**src/rtl/wave_scheduler.sv**
```systemverilog
// wave_scheduler: programmable step sequencer for the audio tone path.
//
// A DEPTH-entry table of {wave_sel, amp, freq_sel, dur} steps is played back
// one step at a time, each step lasting dur codec samples. Every output change
// lands on a sample boundary because step ends are triggered by sample_req.
//
// Optional feature: define WAVE_SCHED_GAP_EN to insert a one-sample muted gap
// between consecutive steps (never after the final step of a program).
module wave_scheduler #(
  parameter int DEPTH = 16,
  parameter int DUR_W = 12,
  localparam int IDX_W = $clog2(DEPTH),
  localparam int ENT_W = 8 + DUR_W
) (
  input  logic             clk,
  input  logic             reset_n,
  input  logic             sample_req,
  input  logic             start,
  input  logic             stop,
  input  logic             loop_en,
  input  logic             prog_we,
  input  logic [IDX_W-1:0] prog_addr,
  input  logic [ENT_W-1:0] prog_data,
  output logic [2:0]       wave_sel,
  output logic [2:0]       amp_ctrl,
  output logic [1:0]       freq_sel,
  output logic             mute,
  output logic             busy,
  output logic [IDX_W-1:0] step_idx,
  output logic             done
);

  // One program step, laid out exactly as it arrives on prog_data.
  typedef struct packed {
    logic [2:0]       wave;
    logic [2:0]       amp;
    logic [1:0]       freq;
    logic [DUR_W-1:0] dur;
  } entry_t;

`ifdef WAVE_SCHED_GAP_EN
  typedef enum logic [1:0] {S_IDLE, S_LOAD, S_PLAY, S_GAP} state_e;
`else
  typedef enum logic [1:0] {S_IDLE, S_LOAD, S_PLAY} state_e;
`endif

  localparam logic [IDX_W-1:0] LAST_IDX = IDX_W'(DEPTH - 1);
  localparam logic [DUR_W-1:0] CNT_ONE  = DUR_W'(1);

  entry_t           mem_q [DEPTH];

  state_e           state_q, state_d;
  logic [IDX_W-1:0] idx_q,   idx_d;
  logic [DUR_W-1:0] cnt_q,   cnt_d;
  logic [2:0]       wave_q,  wave_d;
  logic [2:0]       amp_q,   amp_d;
  logic [1:0]       freq_q,  freq_d;
  logic             mute_q,  mute_d;
  logic             done_q,  done_d;

  entry_t           cur_entry;
  logic [IDX_W-1:0] next_idx;
  logic             go_idle;

`ifdef WAVE_SCHED_GAP_EN
  // The entry after the one now playing, used to tell whether the step that
  // is ending is the last audible one (no gap before the program ends).
  entry_t           peek_entry;
  logic             next_ends;
`endif

  // Program table: written by prog_we, read combinationally at LOAD.
  // NOTE: the table is deliberately left out of reset; its contents must
  // survive reset_n, and a reset-free memory maps onto plain RAM/registers.
  always_ff @(posedge clk) begin
    if (prog_we) begin
      mem_q[prog_addr] <= entry_t'(prog_data);
    end
  end

  // Next-state and output-register logic for the step sequencer.
  always_comb begin
    // NOTE: every variable assigned here gets a default first, so no path
    // through the case can leave one unassigned and infer a latch.
    state_d   = state_q;
    idx_d     = idx_q;
    cnt_d     = cnt_q;
    wave_d    = wave_q;
    amp_d     = amp_q;
    freq_d    = freq_q;
    mute_d    = mute_q;
    done_d    = 1'b0;
    go_idle   = 1'b0;
    cur_entry = mem_q[idx_q];
    next_idx  = idx_q + 1'b1;   // wraps modulo DEPTH by width
`ifdef WAVE_SCHED_GAP_EN
    peek_entry = mem_q[next_idx];
    next_ends  = (peek_entry.dur == '0) && !(loop_en && (next_idx != '0));
`endif

    unique case (state_q)
      S_IDLE: begin
        if (start) begin
          idx_d   = '0;
          state_d = S_LOAD;
        end
      end

      S_LOAD: begin
        if (cur_entry.dur == '0) begin
          // End marker: wrap to entry 0 when looping, otherwise finish.
          if ((idx_q != '0) && loop_en) begin
            idx_d = '0;
          end else begin
            done_d  = 1'b1;
            go_idle = 1'b1;
          end
        end else begin
          wave_d  = cur_entry.wave;
          amp_d   = cur_entry.amp;
          freq_d  = cur_entry.freq;
          mute_d  = 1'b0;
          cnt_d   = cur_entry.dur;
          state_d = S_PLAY;
        end
      end

      S_PLAY: begin
        if (sample_req) begin
          if (cnt_q == CNT_ONE) begin
            if ((idx_q == LAST_IDX) && !loop_en) begin
              done_d  = 1'b1;
              go_idle = 1'b1;
            end else begin
              idx_d   = next_idx;
              state_d = S_LOAD;
`ifdef WAVE_SCHED_GAP_EN
              if (!next_ends) begin
                state_d = S_GAP;
                mute_d  = 1'b1;
              end
`endif
            end
          end else begin
            cnt_d = cnt_q - CNT_ONE;
          end
        end
      end

`ifdef WAVE_SCHED_GAP_EN
      S_GAP: begin
        // Hold the previous tone settings silenced for one sample.
        if (sample_req) begin
          state_d = S_LOAD;
        end
      end
`endif

      default: begin
        go_idle = 1'b1;
      end
    endcase

    // stop overrides everything, including a same-cycle natural end.
    if (stop) begin
      go_idle = 1'b1;
      done_d  = 1'b0;
    end

    if (go_idle) begin
      state_d = S_IDLE;
      idx_d   = '0;
      cnt_d   = '0;
      wave_d  = '0;
      amp_d   = '0;
      freq_d  = '0;
      mute_d  = 1'b1;
    end
  end

  // State and output registers; reset forces the silent IDLE values at once.
  always_ff @(posedge clk or negedge reset_n) begin
    if (!reset_n) begin
      state_q <= S_IDLE;
      idx_q   <= '0;
      cnt_q   <= '0;
      wave_q  <= '0;
      amp_q   <= '0;
      freq_q  <= '0;
      mute_q  <= 1'b1;
      done_q  <= 1'b0;
    end else begin
      // NOTE: non-blocking assignments so every register samples the values
      // from before this edge, independent of statement order.
      state_q <= state_d;
      idx_q   <= idx_d;
      cnt_q   <= cnt_d;
      wave_q  <= wave_d;
      amp_q   <= amp_d;
      freq_q  <= freq_d;
      mute_q  <= mute_d;
      done_q  <= done_d;
    end
  end

  assign wave_sel = wave_q;
  assign amp_ctrl = amp_q;
  assign freq_sel = freq_q;
  assign mute     = mute_q;
  assign busy     = (state_q != S_IDLE);
  assign step_idx = idx_q;
  assign done     = done_q;

endmodule

```
**config.mk**
```make
export PLATFORM = sky130hd
export DESIGN_NAME = wave_scheduler
export DESIGN_NICKNAME = d
export VERILOG_FILES = /design/src/rtl/wave_scheduler.sv
export SDC_FILE = /design/constraint.sdc
export NUM_CORES = 1
export LEC_CHECK = 0
export ABC_AREA = 1
export CORE_MARGIN = 4
export CORE_UTILIZATION = 35
export CTS_CLUSTER_DIAMETER = 40
export DETAILED_ROUTE_END_ITERATION = 10
export PLACE_DENSITY_LB_ADDON = 0.12
export REMOVE_ABC_BUFFERS = 1
export SLEW_MARGIN = 20
export SYNTH_ARGS = -nofsm -noshare
export SYNTH_HDL_FRONTEND = slang
export SYNTH_SLANG_ARGS = --single-unit
export TNS_END_PERCENT = 50
```
**constraint.sdc**
```tcl
create_clock -name clk -period 5.3 [get_ports clk]
set_clock_uncertainty 0.1 [all_clocks]
set_input_delay 0.53 -clock clk [delete_from_list [all_inputs] [get_ports clk]]
set_output_delay 0.53 -clock clk [all_outputs]
set_load 0.05 [all_outputs]
```
* Word level (Yosys, flattened, before mapping)
Memories as Yosys holds them, arrays and structs flattened. Index checks and enable logic that the tools add are counted.
Storage, ports and cells: memories kept 1, logic and storage cells 81, RAM bits 320, bits in registers 28
Operators by class: eq/ne operators 13, muxes and demuxes 43, reduce and logical (&&, ||, !) cells 14, add/subtract/negate cells 2
Memories:
- mem_q | depth 16, width 20, rd ports 1, clocked after Yosys merged registers in 0, wr ports 1, RTL line 50 | entry_t mem_q [DEPTH];
Operator list (number):
- 2-to-1 mux 12 bit | 4
- 2-to-1 mux 4 bit | 7
- inequality test 3 bit, second input constant | 8
- case mux 12 bit (2 select lines) | 1
- 2-to-1 mux 2 bit | 9
- 2-to-1 mux 3 bit | 6
- == test 12 x 1 -> 1 bit, second input constant | 1
- logical NOT 12 bit | 1
- 2-to-1 mux 1 bit | 12
- case mux 4 bit (3 select lines) | 1
- subtractor 12 x 1 -> 12 bit, second input constant | 1
- nonzero test 4 bit | 2
- AND reduction 7 bit | 1
- case mux 2 bit (3 select lines) | 1
- AND reduction 6 bit | 1
- adder 4 x 1 -> 4 bit, second input constant | 1
- == test 4 bit, second input constant | 1
- AND reduction 4 bit | 1
- nonzero test 2 bit | 2
- case mux 1 bit (3 select lines) | 1
- nonzero test 3 bit | 1
- == test 2 x 1 -> 1 bit, second input constant | 1
- == test 2 bit, second input constant | 1
- logical AND 1 bit | 2
- other kinds (5) | 5

* Longest topological paths before layout
Gate-level depths: netlist of the first run.
word-level depth 9, depth in mapped cells 20, mapped depth without buffers 17

* Least setup slack after synthesis of the first run
Ideal clock, no wire load.
path kind reg2reg, from register idx_q[0] (netlist: step_idx[0]), to register cnt_q[7], period minus slack after synthesis 3132 ps, stages on the path, launching flop included 17, slack 2168 ps, arrival 2915 ps, cells stage by stage dfrtp_1 buf_4 inv_2 clkbuf_1 clkbuf_1 buf_1 ha_1 nand3_1 a21oi_1 nand3_4 nand3_4 nor2_2 nand2_4 nand2_4 buf_6 nand2_1 nand2_1
On the way: word-level cells in the longest chain between the ends 9, elaborated cells on any way between the ends 21, classes of those cells 4 x eq/ne; 10 x mux; 6 x reduce/logical; 1 x memory
RTL lines:
- start, declared | RTL line 53 | logic [IDX_W-1:0] idx_q, idx_d;
- start signal, assigned | RTL line 196 | idx_q <= idx_d;
- branches (longest 9 deep; another with memory read (16 x 20 bit))
- end signal, assigned | RTL line 197 | cnt_q <= cnt_d;
- end, declared | RTL line 54 | logic [DUR_W-1:0] cnt_q, cnt_d;
Parallel ways; which one is timed is not known. The select of a mux whose other input is x is not followed. A chain may end at the register's enable or synchronous reset.

* Final worst setup path of the first run
from register idx_q[3] (netlist: step_idx[3]), to register idx_q[2] (netlist: step_idx[2])
On the way: word-level cells in the longest chain between the ends 9, elaborated cells on any way between the ends 22, classes of those cells 7 x eq/ne; 8 x mux; 6 x reduce/logical; 1 x memory
RTL lines:
- branches (longest 9 deep; another with memory read (16 x 20 bit))
Parallel ways; which one is timed is not known.

==> flow_metrics.tcl, run 1 <==
set metrics [dict create \
    status "complete, no violations" \
    area.growth.synth_to_final_pct 20.5 \
    cts_tree "built" \
    share_of_post_route_cells_with_drive_strength_above_1 0.120 \
    cts.reportedPaths.clkPinSlew_ns 0.05 \
    total_met3_wirelength_after_detailed_routing_um 2060 \
    fp-row-count 74 \
    highest_metal_layer_used_by_the_detailed_router "met4" \
    synthTopCellsByArea "edfxtp_1 65%, nand2_1 9.4%, dfrtp_1 4.6%" \
    postSynthRegisterBits 348 \
    core_um2 41200 \
    layout.nets 1406 \
    p_sw_frac 0.295 \
    final_antenna_net_count 0 \
    crit_arrival_ns 4.02 \
    critical_path_buf_inv_count 4 \
    antennaDiodeCount 0 \
    route.detailed.drc 0 \
    totalNegativeSetupSlack_ns 0 \
    worstPathCellList "buf_4 -> inv_1 -> buf_4 -> nand2_1 -> nor2_1 -> nand2_1 -> nand2_1 -> inv_1 -> nand2_1 -> nor2_2 -> nand3_4 -> nand3_4 -> nor2_2 -> nor2_2 -> nand2_1 -> nand2_1" \
    yosysTopAreaCell "edfxtp_1" \
    grt_pass1_wl_um 61400 \
    dr_wl_met2_um 18100 \
    finalCritPeriodShare 0.692 \
    worst-endpoint-required_ns 5.66 \
    die-width_um 213 \
    path_class "reg -> reg" \
    max_slew.worst_pin.slew_ns 0.849 \
    power.total_mw 8.35 \
    synth-warning-count 0 \
    cts_post_setup_buffers_inserted 0 \
    ctsLongestPathBuffers 3 \
    die_area_um2 45400 \
    cts-buffers-inserted 57 \
    wl_per_cell_um 20.6 \
    number_of_hold_violations_in_the_final_report 0 \
    fmax_achieved_mhz 273 \
    drt_first_iter_violations 815 \
    p_switching_mw 2.46 \
    power_density_nw_per_um2 471 \
    drt-pass1-iter-count 5 \
    seq_area_frac_synth 0.700 \
    clkLatencyLatePin_ns 0.62 \
    netlist_instances 1299 \
    gp_routability_congestion 0.773 \
    most_common_library_cell_in_the_layout_ignoring_fill_and_taps "nand2_1" \
    grt_antenna_before_repair 0 \
    synthArstFlopShare 0.0805 \
    vias_in_the_first_global_route 9659 \
    cp_max_fo 23 \
    synthesized_area_per_cell_um2 11.3 \
    power.sequential.fraction 0.388 \
    finalInstanceArea_um2 17700 \
    total_of_endpoints_with_negative_setup_slack_in_the_final_report 0 \
    floorplan.die.height_um 213 \
    drv_slew 0 \
    num_vias 9732 \
    drv.max_cap_violation_count 0 \
    synth_top_flop_cell "edfxtp_1" \
    n_fill_cell 3853 \
    whs_ns 0.392 \
    fin_crit_ns 3.67 \
    ys_types 44 \
    clk_root_buffer_cell "clkbuf_16" \
    static-leakage-power_nw 6.54 \
    slew_headroom 0.434 \
    yosys.area.top_type_share 0.653 \
    dpl_cell_area_um2 15800 \
    synth.cell_area_um2 14700 \
    grt_start_max_net_pins 149 \
    critPathLaunchType "flop" \
    gr-total-overflow 0 \
    internal_power_mw 5.89 \
    io_buffer_count 45 \
    initial_core_util 0.357 \
    dp_hpwl_um 22000 \
    mean_number_of_vias_per_cell 5.00 \
    wirelength_um 40200 \
    worstHoldPathType "reg -> reg" \
    htree_num_levels 2 \
    clock_power_share 0.446 \
    rsz0062_at_grt "false" \
    end_kind "flop" \
    mostFrequentLayoutCells "369 x nand2_1, 320 x edfxtp_1, 138 x nor2_1, 99 x nand3_1, 57 x clkbuf_16" \
    pin_count 46 \
    m1WireLength_um 19300 \
    crit_top_cell "nand2_1" \
    peakVddDrop_mv 0.241 \
    final_core_util 0.431 \
    cp_slowest_stage_delay_ns 0.75 \
    share_comb_of_total_power 0.166 \
    slowest_stage "nor2_2" \
    number_of_flops_mapped_to_enable_cells_by_yosys 320 \
    family_with_the_most_delay_on_the_worst_path "simple AND/OR/NAND/NOR gates" \
    global_route.usage.total 0.180 \
    numClockSinks 348 \
]
==> power by group through the flow <==
| stage | clock network (mW) | logic (mW) | registers [mW] |
|---|---|---|---|
| after detailed placement | 0 | 1.40 | 3.29 |
| after global placement | 0 | 1.40 | 3.29 |
| after CTS | 3.79 | 1.40 | 3.24 |
| after floorplan | 0 | 0.769 | 3.44 |
| final | 3.73 | 1.39 | 3.24 |
| after global routing | 3.93 | 1.56 | 3.25 |
==> kinds of logic (layout without fill, tap and decap cells) <==
group,Yosys count,after routing,synth area share
flip-flops,348,348,0.700
XOR/XNOR,6,6,0.00357
adder cells (fa/ha/maj),8,8,0.00680
buffers and inverters,126,241,0.0416
AO/OA/AOI/OAI,159,159,0.0651
AND/OR/NAND/NOR,652,652,0.183
==> metrics by stage <==
step | std cells | setup slack (ns)
2_1_floorplan | 1231 | -1.92
3_3_place_gp | 1839 | 1.76
3_5_place_dp | 1839 | 1.67
4_1_cts | 1946 | 1.64
5_1_grt | 1946 | 1.24
6_report | 1946 | 1.63
==> cell type report <==
cell class / count / area (µm²) / share of cell area
clock buffers: 63 / 1450 / 0.0816
multi-input cells: 825 / 3850 / 0.217
repair buffers: 77 / 726 / 0.0409
clock inverters: 43 / 513 / 0.0289
flip-flops and latches: 348 / 10300 / 0.581
inverters: 58 / 226 / 0.0128
well taps: 532 / 666 / 0.0375
==> synth_stat cells (8+ instances only) <==
cell / n
nand2_1: 369
edfxtp_1: 320
nor2_1: 154
nand3_1: 99
o21ai_0: 54
inv_1: 53
a21oi_1: 36
dfrtp_1: 27
buf_2: 23
clkbuf_1: 20
o21ai_1: 16
o221ai_1: 12
buf_6: 11
o211ai_1: 11
a31oi_1: 9
buf_1: 8
ha_1: 8
==> final timing paths <==
check / from / end / slack (ns) / cells past startpoint
worst max-delay path: step_idx[3] / step_idx[2] / 1.63 / 16
worst min-delay path: cnt_q[10] / cnt_q[10] / 0.39 / 2
worst max register to register: step_idx[3] / step_idx[2] / 1.63 / 16
worst min register to register: cnt_q[10] / cnt_q[10] / 0.39 / 2
max in group asynchronous: reset_n / step_idx[0] / 4.03 / 2
min in group asynchronous: reset_n / amp_ctrl[0] / 0.46 / 2
==> layer usage <==
| layer | vias to the layer above | GRT usage |
|---|---|---|
| met1 | 4768 | 0.267 |
| met5 | - | 0 |
| met4 | 0 | 0.0478 |
| met2 | 246 | 0.278 |
| met3 | 51 | 0.0257 |
| li1 | 4667 | - |
==> sequential cells by signal, indices dropped and copies added, names as in the netlist <==
signal and count:
freq_sel 2, mute 1, state_q 2, cnt_q 12
step_idx 4, wave_sel 3, amp_ctrl 3, mem_q 320
done 1
==> repair_timing <==
action,in CTS,in global routing
hold buffers,1,0
gates resized for setup,0,0
hold endpoints to repair,27,0
==> worst min-delay path, stage by stage, from the launching register on <==
cell and delay [ns]:
dfrtp_1 0.35, nand2_1 0.06, nand2_1 0.05
No activity file was read; power rests on OpenSTA's default activity.
==> inputs of run 2 (changes only) <==
clock period = 3.71 ns   (was 5.3 ns; I/O delays follow)
==> flow_metrics.tcl, run 2 (synthesized netlist as in run 1, its figures left out) <==
set metrics [dict create \
    status "complete, no violations" \
    critical_path_buf_inv_count 1 \
    static-leakage-power_nw 6.56 \
    mean_number_of_vias_per_cell 4.94 \
    route.detailed.drc 0 \
    path_class "reg -> reg" \
    core_um2 41200 \
    fp-row-count 74 \
    power_density_nw_per_um2 662 \
    grt_start_max_net_pins 81 \
    peakVddDrop_mv 0.317 \
    n_fill_cell 3822 \
    max_slew.worst_pin.slew_ns 0.704 \
    cts.reportedPaths.clkPinSlew_ns 0.05 \
    global_route.usage.total 0.182 \
    registers.top_by_ff_count "mem_q" \
    rsz0062_at_grt "false" \
    cp_slowest_stage_delay_ns 0.61 \
    initial_core_util 0.357 \
    drt_first_iter_violations 850 \
    fmax_achieved_mhz 308 \
    worstHoldPathType "in -> async" \
    floorplan.die.height_um 213 \
    total_of_endpoints_with_negative_setup_slack_in_the_final_report 0 \
    gr-total-overflow 0 \
    cts_tree "built" \
    wirelength_um 40600 \
    cts-buffers-inserted 56 \
    pin_count 46 \
    gp_routability_congestion 0.756 \
    worst-endpoint-required_ns 4.07 \
    crit_arrival_ns 3.60 \
    layout.nets 1414 \
    io_buffer_count 45 \
    finalCritPeriodShare 0.874 \
    drv.max_cap_violation_count 0 \
    drt-pass1-iter-count 5 \
    final_antenna_net_count 0 \
    family_with_the_most_delay_on_the_worst_path "simple AND/OR/NAND/NOR gates" \
    numClockSinks 348 \
    rrSetupSlack_ns 0.47 \
    finalInstanceArea_um2 17800 \
    dpl_cell_area_um2 15900 \
    die-width_um 213 \
    fin_crit_ns 3.24 \
    mostFrequentLayoutCells "369 x nand2_1, 320 x edfxtp_1, 138 x nor2_1, 99 x nand3_1, 57 x clkbuf_16" \
    vias_in_the_first_global_route 9519 \
    grt_antenna_before_repair 2 \
    slew_headroom 0.531 \
    pre_cts_ws_ns 0.342 \
    ctsLongestPathBuffers 3 \
    crit_top_cell "nand2_1" \
    htree_num_levels 2 \
    grt_pass1_wl_um 61100 \
    num_vias 9660 \
    end_kind "flop" \
    area.growth.synth_to_final_pct 20.7 \
    largest_register_ff_count 320 \
    power.total_mw 11.8 \
    worstPathCellList "buf_4 -> nor2_1 -> nor2_1 -> nor2_1 -> nand2_1 -> nand2_1 -> nor2_1 -> nand2_1 -> nor2_4 -> nand3_4 -> nand3_4 -> nor2_2 -> nand2_4 -> nand2_4 -> nand2_1 -> nand2_1" \
    share_of_post_route_cells_with_drive_strength_above_1 0.129 \
    fin_ws_ns 0.468 \
    clk_root_buffer_cell "clkbuf_16" \
    drv_slew 0 \
    most_common_library_cell_in_the_layout_ignoring_fill_and_taps "nand2_1" \
    critPathLaunchType "flop" \
    cp_max_fo 40 \
    totalNegativeSetupSlack_ns 0 \
    dp_hpwl_um 22800 \
    slowest_stage "dfrtp_4" \
    die_area_um2 45400 \
    wl_per_cell_um 20.8 \
    number_of_hold_violations_in_the_final_report 0 \
    clkLatencyLatePin_ns 0.59 \
]
## run 2: cell count changes in the layout (fill, tap and decap cells not counted)
cell,change
diode_2,+1
buf_12,+4
clkbuf_1,-1
bufinv_16,-2
clkinv_2,+5
buf_4,+5
clkinv_4,-3
clkinv_16,-2
clkinv_8,-2
inv_8,+1
clkinv_1,-4
inv_6,+3
clkinvlp_4,+5
## run 2: final timing paths
check,startpoint,end,cells after the start
hold / removal,reset_n,cnt_q[10],2
max in group asynchronous,reset_n,step_idx[0],2
hold reg to reg,amp_ctrl[1],amp_ctrl[1],2
min in group clk,stop,done,2
setup / recovery,step_idx[0],cnt_q[9],16
setup reg to reg,step_idx[0],cnt_q[9],16
## run 2: metal layers
layer	global-route usage	routed length, µm	up-vias	part of all wire
li1	-	-	4676	-
met1	0.272	19600	4657	0.48
met2	0.269	17700	263	0.44
met3	0.0350	2440	64	0.060
met4	0.0540	850	0	0.021
met5	0	0	-	0
## run 2: worst register-to-register path, stage by stage, from the launching register on
cell and delay, ns:
dfrtp_4 0.61, buf_4 0.46, nor2_1 0.15, nor2_1 0.14, nor2_1 0.06, nand2_1 0.07, nand2_1 0.16, nor2_1 0.16
nand2_1 0.09, nor2_4 0.19, nand3_4 0.13, nand3_4 0.24, nor2_2 0.09, nand2_4 0.18, nand2_4 0.15, nand2_1 0.09
nand2_1 0.04
## run 2: area by class of cell
type | count | area, µm² | share of cell area
Timing Repair Buffer | 86 | 843 | 0.0475
Clock buffer | 62 | 1450 | 0.0813
Tap cell | 532 | 666 | 0.0375
Inverter | 58 | 226 | 0.0127
Clock inverter | 44 | 419 | 0.0236
Multi-Input combinational cell | 825 | 3850 | 0.217
Antenna cell | 1 | 2.50 | 0.000141
Sequential cell | 348 | 10300 | 0.581
## run 2: metrics by stage
| step | utilization | hold WS, ns | cells |
|---|---|---|---|
| 4_1_cts | 0.431 | 0.242 | 1955 |
| 3_5_place_dp | 0.386 | 0.374 | 1848 |
| 6_report | 0.431 | 0.274 | 1956 |
| 3_3_place_gp | 0.386 | 0.356 | 1848 |
| 5_1_grt | 0.431 | 0.275 | 1955 |
| 2_1_floorplan | - | -0.0246 | 1231 |
## run 2: timing repair
item	4_1_cts	5_1_grt
gates resized for setup	0	1
buffers inserted	0	0
endpoints found under the setup margin	0	1
endpoints found under the hold margin	27	0
hold buffers	1	0
## run 2: report_power, final
part	total [mW]	switching (mW)	internal (mW)
Combinational	1.98	1.39	0.598
Clock	5.12	1.93	3.19
Sequential	4.66	0.174	4.48
Total	11.8	3.49	8.27
==> inputs of run 3 (changes only) <==
SKIP_LAST_GASP = 1   (was not set)
==> results of run 3 <==
Final layout, timing and power as in run 2 (identical DEF).
